File: src/rtl/if_id_queue.sv
// IF/ID pipeline buffer: DEPTH-entry FIFO of {pc, inst} with valid/ready on both sides.
// Flush empties the queue; an empty queue presents an all-zero bubble to the decoder.
module if_id_queue #(
    parameter int ADDR_WIDTH = 32,
    parameter int INST_WIDTH = 32,
    parameter int DEPTH      = 4,
    parameter bit BYTE_SWAP  = 1
) (
    input  logic                         clk,
    input  logic                         rst,
    input  logic                         if_valid_i,
    input  logic [ADDR_WIDTH-1:0]        if_pc,
    input  logic [INST_WIDTH-1:0]        if_inst,
    output logic                         if_ready_o,
    input  logic                         IFID_discard_i,
    input  logic                         id_ready_i,
    output logic                         id_valid_o,
    output logic [ADDR_WIDTH-1:0]        id_pc,
    output logic [INST_WIDTH-1:0]        id_inst,
    output logic [$clog2(DEPTH):0]       count_o
);

    localparam int PW = $clog2(DEPTH);
    localparam int CW = PW + 1;
    localparam int NB = INST_WIDTH / 8;

    logic [ADDR_WIDTH-1:0] r_pc_mem   [DEPTH];
    logic [INST_WIDTH-1:0] r_inst_mem [DEPTH];
    logic [PW-1:0]         r_wptr;
    logic [PW-1:0]         r_rptr;
    logic [CW-1:0]         r_count;

    logic                  w_full;
    logic                  w_empty;
    logic                  w_enq;
    logic                  w_deq;
    logic [INST_WIDTH-1:0] w_inst_in;
    logic [DEPTH-1:0]      w_we;

    assign w_full  = (r_count == CW'(DEPTH));
    assign w_empty = (r_count == '0);

    // Discard suppresses both sides of the handshake in the cycle it is raised.
    assign w_enq = if_valid_i && !w_full && !IFID_discard_i;
    assign w_deq = id_ready_i && !w_empty && !IFID_discard_i;

    genvar gi;
    generate
        if (BYTE_SWAP) begin : g_swap
            for (gi = 0; gi < NB; gi++) begin : g_byte
                assign w_inst_in[8*gi +: 8] = if_inst[8*(NB-1-gi) +: 8];
            end
        end else begin : g_noswap
            assign w_inst_in = if_inst;
        end

        for (gi = 0; gi < DEPTH; gi++) begin : g_we
            assign w_we[gi] = w_enq && (r_wptr == PW'(gi));
        end
    endgenerate

    always_ff @(posedge clk or negedge rst) begin
        if (!rst) begin
            for (int i = 0; i < DEPTH; i++) begin
                r_pc_mem[i]   <= '0;
                r_inst_mem[i] <= '0;
            end
        end else begin
            for (int i = 0; i < DEPTH; i++) begin
                if (w_we[i]) begin
                    r_pc_mem[i]   <= if_pc;
                    r_inst_mem[i] <= w_inst_in;
                end
            end
        end
    end

    always_ff @(posedge clk or negedge rst) begin
        if (!rst) begin
            r_wptr  <= '0;
            r_rptr  <= '0;
            r_count <= '0;
        end else if (IFID_discard_i) begin
            r_wptr  <= '0;
            r_rptr  <= '0;
            r_count <= '0;
        end else begin
            if (w_enq) r_wptr <= r_wptr + 1'b1;
            if (w_deq) r_rptr <= r_rptr + 1'b1;
            case ({w_enq, w_deq})
                2'b10:   r_count <= r_count + 1'b1;
                2'b01:   r_count <= r_count - 1'b1;
                default: r_count <= r_count;
            endcase
        end
    end

    assign if_ready_o = !w_full;
    assign id_valid_o = !w_empty;
    assign id_pc      = w_empty ? '0 : r_pc_mem[r_rptr];
    assign id_inst    = w_empty ? '0 : r_inst_mem[r_rptr];
    assign count_o    = r_count;

endmodule
File: config.mk
export PLATFORM = sky130hd
export DESIGN_NAME = if_id_queue
export DESIGN_NICKNAME = d
export VERILOG_FILES = /design/src/rtl/if_id_queue.sv
export SDC_FILE = /design/constraint.sdc
export NUM_CORES = 1
export LEC_CHECK = 0
export BUFFER_PORTS_ARGS = -buffer_cell sky130_fd_sc_hd__buf_2
export CORE_MARGIN = 2
export CORE_UTILIZATION = 53
export CTS_CLUSTER_DIAMETER = 50
export DETAILED_ROUTE_END_ITERATION = 7
export PLACE_DENSITY = 0.76
export SKIP_LAST_GASP = 1
export SLEW_MARGIN = 10
export SYNTH_ARGS = -nofsm -noshare
export SYNTH_HDL_FRONTEND = slang
export SYNTH_SLANG_ARGS = --single-unit
File: constraint.sdc
create_clock -name clk -period 2 [get_ports clk]
set_input_delay 0.3 -clock clk [delete_from_list [all_inputs] [get_ports clk]]
set_output_delay 0.3 -clock clk [all_outputs]
set_load 0.1 [all_outputs]
======== After elaboration in Yosys (flattened, before gate mapping) ========
Index checks and enable logic that the tools add are counted.
cells by class
  muxes and demuxes ....................... 14
  bitwise logic cells ..................... 1
  eq/ne operators ......................... 6
  reductions and logical operators ........ 16
  $add $sub $neg .......................... 4
  magnitude comparators ................... 1
operators by type and width
  kind                                                                 count
  32-bit two-way mux                                                   6
  32-bit binary-select mux with 2-bit select                           2
  1-bit logical AND                                                    8
  2-bit two-way mux                                                    4
  2-bit == test (second input constant)                                3
  3-bit case mux with 2 select lines                                   1
  2-bit by 1-bit adder with 2-bit output (second input constant)       2
  2-bit by 1-bit == test with 1-bit output (second input constant)     2
  2-bit nonzero test                                                   2
  3-bit by 1-bit adder with 3-bit output (second input constant)       1
  3-bit == test (second input constant)                                1
  3-bit greater-or-equal comparator (second input constant)            1
  1-bit logical NOT                                                    3
  3-bit logical NOT                                                    1
  3-bit two-way mux                                                    1
  2-bit NOT with 3-bit output                                          1
  3-bit nonzero test                                                   1
  3-bit by 1-bit subtractor with 3-bit output (second input constant)  1
  2-bit logical NOT                                                    1
storage, ports and cells
  word-level logic and storage cells ...... 53
  register bits ........................... 263
  input bits .............................. 69
  output and inout port bits .............. 69

======== Depth between registers and ports, before layout ========
Gate-level depths: netlist (run 1).
  depth after elaboration ................. 7
  mapped depth ............................ 7
  mapped depth without buffers ............ 6

======== Worst setup path after synthesis (run 1) ========
Ideal clock, no wire load.
  kind .................................... register -> output
  start ................................... register r_count[0] (netlist: count_o[0])
  end ..................................... output id_inst[10]
  arrival ................................. 3,219 ps
  cell stages (with the launch flop) ...... 5
  setup slack ............................. -1,519 ps
  path buffers ............................ 2
  data required time ...................... 1,700 ps
  path through ............................ dfrtp_1 buf_4 or3_1 clkbuf_1 and2_1
between the ends
  cells in the longest elaborated chain, start to end .. 2
RTL lines
  what                    RTL line  RTL
  start, declared         31        logic [CW-1:0] r_count;
  start signal, assigned  91        2'b10: r_count <= r_count + 1'b1;
  start signal, assigned  92        2'b01: r_count <= r_count - 1'b1;
  start signal, assigned  93        default: r_count <= r_count;
  3-bit logical NOT       41        assign w_empty = (r_count == '0);
  32-bit two-way mux      101       assign id_inst = w_empty ? '0 : r_inst_mem[r_rptr];
  end, declared           19        output logic [INST_WIDTH-1:0] id_inst,
No other way between the ends.

======== Worst setup path after layout (run 1) ========
  start ................................... register r_rptr[0]
  end ..................................... output id_inst[29]
between the ends
  cells in the longest elaborated chain, start to end .. 5
RTL lines
  what                                                   RTL line  RTL
  start, declared                                        30        logic [PW-1:0] r_rptr;
  start signal, assigned                                 89        if (w_deq) r_rptr <= r_rptr + 1'b1;
  2-bit NOT with 3-bit output (implied by the code)      101
  32-bit binary-select mux with 2-bit select             101
  32-bit two-way mux (implied by the code) (2 in a row)  101
  32-bit two-way mux                                     101
No other way between the ends. The select of a mux whose other input is x is not followed.

==> impl_metrics.json, run 1 <==
{
  "status": "finished with violations",
  "failed_checks": "setup timing",
  "timing_worst_setup_path_type": "reg2out",
  "antenna_found_initial": 4,
  "slew_violations": 0,
  "dr.pass1.iters": 4,
  "grt-ovfl-total": 0,
  "setup_viol": 325,
  "postRouteAntennaNets": 0,
  "p_sw_frac": 0.377,
  "hold_path_depth": 2,
  "worst_ep_required_time_ns": 1.70,
  "syn-num-nets": 825,
  "htreeDepth": 1,
  "cp.arrival_ns": 2.26,
  "grt_pass1_vias": 8375,
  "period_share": 1.28,
  "reg2regPathDepth": 10,
  "start_kind": "flop",
  "numClockSinks": 263,
  "synthToLayoutAreaGrowth_pct": 41.7,
  "power_density_nw_per_um2": 1570,
  "max_freq_mhz": 391,
  "grt_start_max_net_pins": 68,
  "nets": 1051,
  "routed_wirelength_mm": 33.7,
  "worstMarginPinSlew_ns": 0.751,
  "path_clk_slew_ns": 0.07,
  "synthDistinctLibCells": 41,
  "synth_area_per_cell_um2": 16.5,
  "hp-class": "in2reg",
  "yosys-top-cells-area": "dfrtp_1 (53%), mux2_1 (16%), mux4_2 (12%)",
  "cap_violations": 0,
  "start_util": 0.543,
  "fin_skew_ns": 0.0153,
  "pre_cts_ws_ns": -0.107,
  "cts_root_buf": "clkbuf_16",
  "clkPwrFrac": 0.226,
  "detail_route.wl_per_cell_um": 25.6,
  "rsz0062_at_grt": "yes",
  "clock_path_buffers": 3,
  "syn_inst": 751,
  "vias": 7675,
  "path_max_fanout": 6,
  "setup_ws_ns": -0.556,
  "finalHoldViolCount": 0,
  "min_period_ns": 2.56,
  "dpl.hpwl_mm": 18.6,
  "fillCellCount": 1212,
  "core_area_um2": 22800,
  "io_pins": 138,
  "dieArea_um2": 24600,
  "cpPeakStageDelay_ns": 0.55,
  "cts_made_buffers": 30,
  "die_h_um": 157,
  "synth_top_cell_by_area": "dfrtp_1",
  "grt_pass1_wl_mm": 48.8,
  "slew_headroom": 0.497,
  "drt_iter0_drc": 473,
  "drc_errors": 0,
  "ir_drop_uv": 1100,
  "slowest_stage": "mux4_2",
  "grt_usage": 0.257,
  "place.gp.congestion": 0.792,
  "cts_tree": "built",
  "die_w_um": 157,
  "combPwrFrac": 0.473,
  "power.share.sequential": 0.301,
  "intPower_mw": 17.2,
  "power_switching_mw": 10.4,
  "synth_top_area_share": 0.532,
  "avgViaCountPerCell": 5.83,
  "synth-warning-count": 0,
  "netlist_area_um2": 12400,
  "fin_total_pwr_mw": 27.6,
  "setup.worst_path.end_class": "output pin",
  "layout-drive-gt1-share": 0.705,
  "port_buffers": 137,
  "p_leak_nw": 8.68,
  "ys_seq_elements": 263,
  "yosysSeqAreaShare": 0.532,
  "clkLatencyLatePin_ns": 0.56,
  "rows": 55,
  "worstPathCellList": "buf_4 -> clkbuf_16 -> mux4_2 -> and2_4 -> buf_8"
}
==> registers in the layout, indices dropped and copies added (netlist names) <==
register    flops
r_pc_mem      128
r_rptr          2
r_inst_mem    128
count_o         3
r_wptr          2
==> path summary, 6_finish.rpt <==
| kind | from | to | slack, ns |
|---|---|---|---|
| setup / recovery | r_rptr[0] | id_inst[29] | -0.56 |
| hold / removal | if_pc[6] | r_pc_mem[38] | 0.03 |
| setup reg to reg | count_o[0] | r_inst_mem[24] | -0.34 |
| hold reg to reg | r_inst_mem[6] | r_inst_mem[6] | 0.51 |
| max in group asynchronous | rst | r_inst_mem[33] | 0.96 |
| min in group asynchronous | rst | r_pc_mem[3] | 0.30 |
==> power groups by stage <==
stage | clock network (mW) | logic (mW) | registers, mW
after floorplan | 0 | 9.57 | 7.91
after global placement | 0 | 10.9 | 8.04
after detailed placement | 0 | 11.1 | 8.27
after CTS | 6.28 | 11.9 | 8.21
after global routing | 6.54 | 13.5 | 8.45
final | 6.24 | 13.0 | 8.29
==> critical path: cells and delay by family (launching register included) <==
family        cells  cell delay [ns]
mux               1             0.55
buf+inv           3             0.50
flops             1             0.45
simple gates      1             0.19
==> area by class of cell <==
cell class	count	area, um2	area share
clock buffers	36	835	0.0476
multi-input cells	433	6310	0.360
well taps	313	392	0.0224
repair buffers	244	3030	0.173
flip-flops and latches	263	6600	0.377
diodes	4	10.0	0.000571
clock inverters	19	302	0.0172
inverters	5	45.0	0.00257
==> layer usage <==
layer  GRT usage  share of wire  vias up  routed length (um)
li1            -              -     3220                   -
met1       0.358           0.42     4140               14100
met2       0.420           0.51      245               17100
met3      0.0407          0.048       68                1610
met4      0.0747          0.029        2                 965
met5           0        0.00039        -                  13
==> through the flow <==
stage	util	instance area, um2	TNS (ns)	hold WS, ns	cells
2_1_floorplan	-	13500	-20.03	0.00441	751
3_3_place_gp	0.640	14600	-3.00	0.276	1197
3_5_place_dp	0.640	14600	-4.28	0.291	1197
4_1_cts	0.724	16500	-76.08	0.00254	1279
5_1_grt	0.769	17500	-114.36	0.00934	1316
6_report	0.769	17500	-98.90	0.0259	1317
==> synth_stat cells <==
cell type / n
a2111oi_0: 1
a21oi_1: 4
a221o_1: 1
a31oi_1: 1
and2_1: 64
buf_1: 3
buf_12: 6
buf_2: 4
buf_4: 24
buf_6: 3
clkbuf_1: 12
dfrtp_1: 263
fa_1: 1
ha_1: 4
inv_1: 4
inv_4: 1
mux2_1: 180
mux2_2: 17
mux2_4: 60
mux4_2: 64
nand2_1: 3
nand2b_1: 2
nand3_1: 3
nand3_4: 4
nor2_1: 4
nor2b_2: 1
nor3_1: 1
nor3b_4: 1
o211ai_1: 1
o21a_1: 1
o21ai_0: 2
o21ba_2: 1
o21bai_1: 1
o221ai_1: 1
o311ai_0: 1
o31ai_1: 1
o41ai_1: 1
or3_1: 1
or4_1: 1
xnor2_1: 1
xor2_1: 2
==> layout by cell type (no fill, tap or decap), drive strengths merged <==
cell,netlist,layout
or4,1,1
xnor2,1,1
bufinv,0,8
o21a,1,1
and2,64,64
a221o,1,1
a21oi,4,4
o211ai,1,1
o311ai,1,1
ha,4,4
nand2,3,3
mux4,64,64
nor2b,1,1
dlygate4sd3,0,1
o21bai,1,1
o21ai,2,2
nand3,7,9
a31oi,1,1
clkinv,0,8
o21ba,1,1
fa,1,1
nand2b,2,2
o221ai,1,1
or3,1,1
o41ai,1,1
nor3b,1,1
mux2,257,257
clkinvlp,0,1
dfrtp,263,263
nor3,1,1
a2111oi,1,1
nor2,4,4
inv,5,7
xor2,2,2
buf,40,228
o31ai,1,1
diode,0,4
clkbuf,12,51
==> cell families after synthesis <==
group / Yosys count / synth area share
DFF: 263 / 0.532
and+or+nand+nor: 85 / 0.0462
buffers and inverters: 57 / 0.0349
AOI/OAI and AO/OA: 17 / 0.00982
muxes: 321 / 0.369
xor gates and xnor gates: 3 / 0.00213
adders and majority gates: 5 / 0.00567
==> what timing repair did <==
| action | 4_1_cts | 5_1_grt |
|---|---|---|
| gates resized for setup | 97 | 138 |
| hold buffers | 1 | 0 |
| hold endpoints to repair | 59 | 0 |
| pin swaps | 4 | 6 |
| gates cloned | 14 | 16 |
| endpoints found under the setup margin | 125 | 325 |
| buffers inserted | 12 | 23 |
Note: power is estimated with default switching activity, not from simulation.
==> inputs of run 2 (changes only) <==
==> constraint.sdc (replaced) <==
create_clock -name clk -period 2 [get_ports clk]
set_input_delay 0 -clock clk [delete_from_list [all_inputs] [get_ports clk]]
set_output_delay 0 -clock clk [all_outputs]
set_load 0.1 [all_outputs]
==> run 2 against run 1 <==
The run still ends with setup timing left. Clock power about the same. Hold slack improved by 0.051 ns. Utilization increased by 1.7 points. Routed wire length decreased by 0.43%. Register-to-register slack improved by 0.32 ns. Setup slack improved by 0.35 ns. Cell area increased by 2.2%. Die area unchanged.
==> impl_metrics.json, run 2 (synthesis gave the netlist of run 1 again) <==
{
  "path_max_fanout": 12,
  "worst_ep_required_time_ns": 2.00,
  "r2r_start": "count_o[2]",
  "max_freq_mhz": 453,
  "detail_route.wl_per_cell_um": 24.9,
  "fin_total_pwr_mw": 28.6,
  "cts_made_buffers": 34,
  "finalHoldViolCount": 0,
  "clkLatencyLatePin_ns": 0.51,
  "min_period_ns": 2.21,
  "slew_violations": 0,
  "dr.pass1.iters": 4,
  "antenna_found_initial": 1,
  "path_clk_slew_ns": 0.06,
  "postRouteAntennaNets": 0,
  "failed_checks": "setup timing",
  "drc_errors": 0,
  "r2r_slack_ns": -0.02,
  "grt_pass1_wl_mm": 51.5,
  "worstMarginPinSlew_ns": 0.612,
  "rows": 55,
  "dp_cells": 1184,
  "finalCoreUtilization": 0.786,
  "cp.arrival_ns": 2.21,
  "numClockSinks": 263,
  "clock_path_buffers": 3,
  "cts_root_buf": "clkbuf_16",
  "setup.worst_path.end_class": "output pin",
  "cts_tree": "built",
  "dieArea_um2": 24600,
  "status": "finished with violations",
  "cap_violations": 0,
  "synthToLayoutAreaGrowth_pct": 44.8,
  "start_kind": "flop",
  "rsz0062_at_grt": "yes",
  "die_w_um": 157,
  "grt-ovfl-total": 0,
  "vias": 7731,
  "io_pins": 138,
  "hp-class": "in2async",
  "start_util": 0.543,
  "avgViaCountPerCell": 5.73,
  "fin_skew_ns": 0.0231,
  "fin_tns_setup_ns": -10.38,
  "place.gp.congestion": 0.749,
  "core_area_um2": 22800,
  "power_density_nw_per_um2": 1600,
  "p_leak_nw": 8.68,
  "die_h_um": 157,
  "layout-drive-gt1-share": 0.648,
  "drt_iter0_drc": 463,
  "dpl-instance-area_um2": 14600,
  "ir_drop_uv": 1110,
  "grt_start_max_net_pins": 74,
  "port_buffers": 137,
  "nets": 1083,
  "slew_headroom": 0.592,
  "timing_worst_setup_path_type": "reg2out",
  "finish.instance_area_um2": 17900,
  "layout_commonest_cell": "dfrtp_1",
  "grt_pass1_vias": 8806,
  "fin_cells": 1349,
  "crit_start": "count_o[2]",
  "grt_usage": 0.276,
  "routed_wirelength_mm": 33.6,
  "period_share": 1.10,
  "setup_ws_ns": -0.210,
  "setup_viol": 65,
  "final_cell_mix": "dfrtp_1 (258), mux2_4 (240), buf_12 (75)",
  "htreeDepth": 2,
  "dpl.hpwl_mm": 18.1
}
-- run 2: cell types whose count changed in the layout (fill, tap and decap cells not counted), moves of 4 or more --
cell / previous run / this run
buf_4: 24 / 16
and2_2: 5 / 22
mux2_4: 249 / 240
mux2_2: 8 / 17
buf_8: 31 / 4
and2_4: 59 / 42
clkbuf_16: 45 / 41
clkinvlp_4: 1 / 5
bufinv_16: 8 / 4
buf_12: 38 / 75
buf_6: 56 / 20
buf_16: 10 / 14
dlygate4sd3_1: 1 / 68
-- run 2: through the flow --
step	worst slack, ns	hold WS (ns)
2_1_floorplan	-0.220	-0.296
3_3_place_gp	0.0523	-0.00125
3_5_place_dp	-0.0328	0.0192
4_1_cts	-0.218	0.0949
5_1_grt	-0.252	0.132
6_report	-0.210	0.0764
-- run 2: power breakdown --
part / leakage [nW] / total (mW) / switching [mW] / internal (mW)
Sequential: 3.30 / 8.32 / 1.20 / 7.13
Combinational: 4.83 / 14.1 / 7.06 / 7.05
Clock: 0.552 / 6.21 / 2.44 / 3.77
Total: 8.68 / 28.6 / 10.7 / 17.9
-- run 2: metal layers --
layer,vias up,wire length [um],GRT usage
met4,0,824,0.0882
met2,240,17400,0.469
met3,64,1420,0.0396
li1,3276,-,-
met5,-,0,0
met1,4151,14000,0.369
-- run 2: worst max-delay path, stage by stage (launching register included) --
cell and delay, ns:
dfrtp_4 0.48, buf_6 0.12, or3_4 0.39, buf_12 0.18
buf_12 0.15, and2_2 0.20, buf_8 0.18
-- run 2: final cells by class --
| type | instances | area, um2 |
|---|---|---|
| diodes | 2 | 5.00 |
| clock buffers | 42 | 942 |
| clock inverters | 19 | 201 |
| fillers | 1144 | 4870 |
| inverters | 5 | 45.0 |
| multi-input cells | 431 | 6210 |
| flip-flops and latches | 263 | 6600 |
| well taps | 313 | 392 |
| repair buffers | 274 | 3510 |
-- run 2: timing repair --
item / 4_1_cts / 5_1_grt
setup endpoints to repair: 66 / 204
gates resized for setup: 226 / 15
pin swaps: 15 / 11
endpoints found under the hold margin: 477 / 0
cloned: 12 / 7
buffers inserted: 9 / 6
hold buffers: 68 / 0
-- run 2: final timing paths --
kind	cells past startpoint	end
max in group asynchronous	3	r_inst_mem[45]
hold / removal	2	r_inst_mem[25]
min in group clk	3	r_inst_mem[64]
hold reg to reg	1	r_pc_mem[17]
setup reg to reg	7	count_o[1]
setup / recovery	6	id_pc[27]
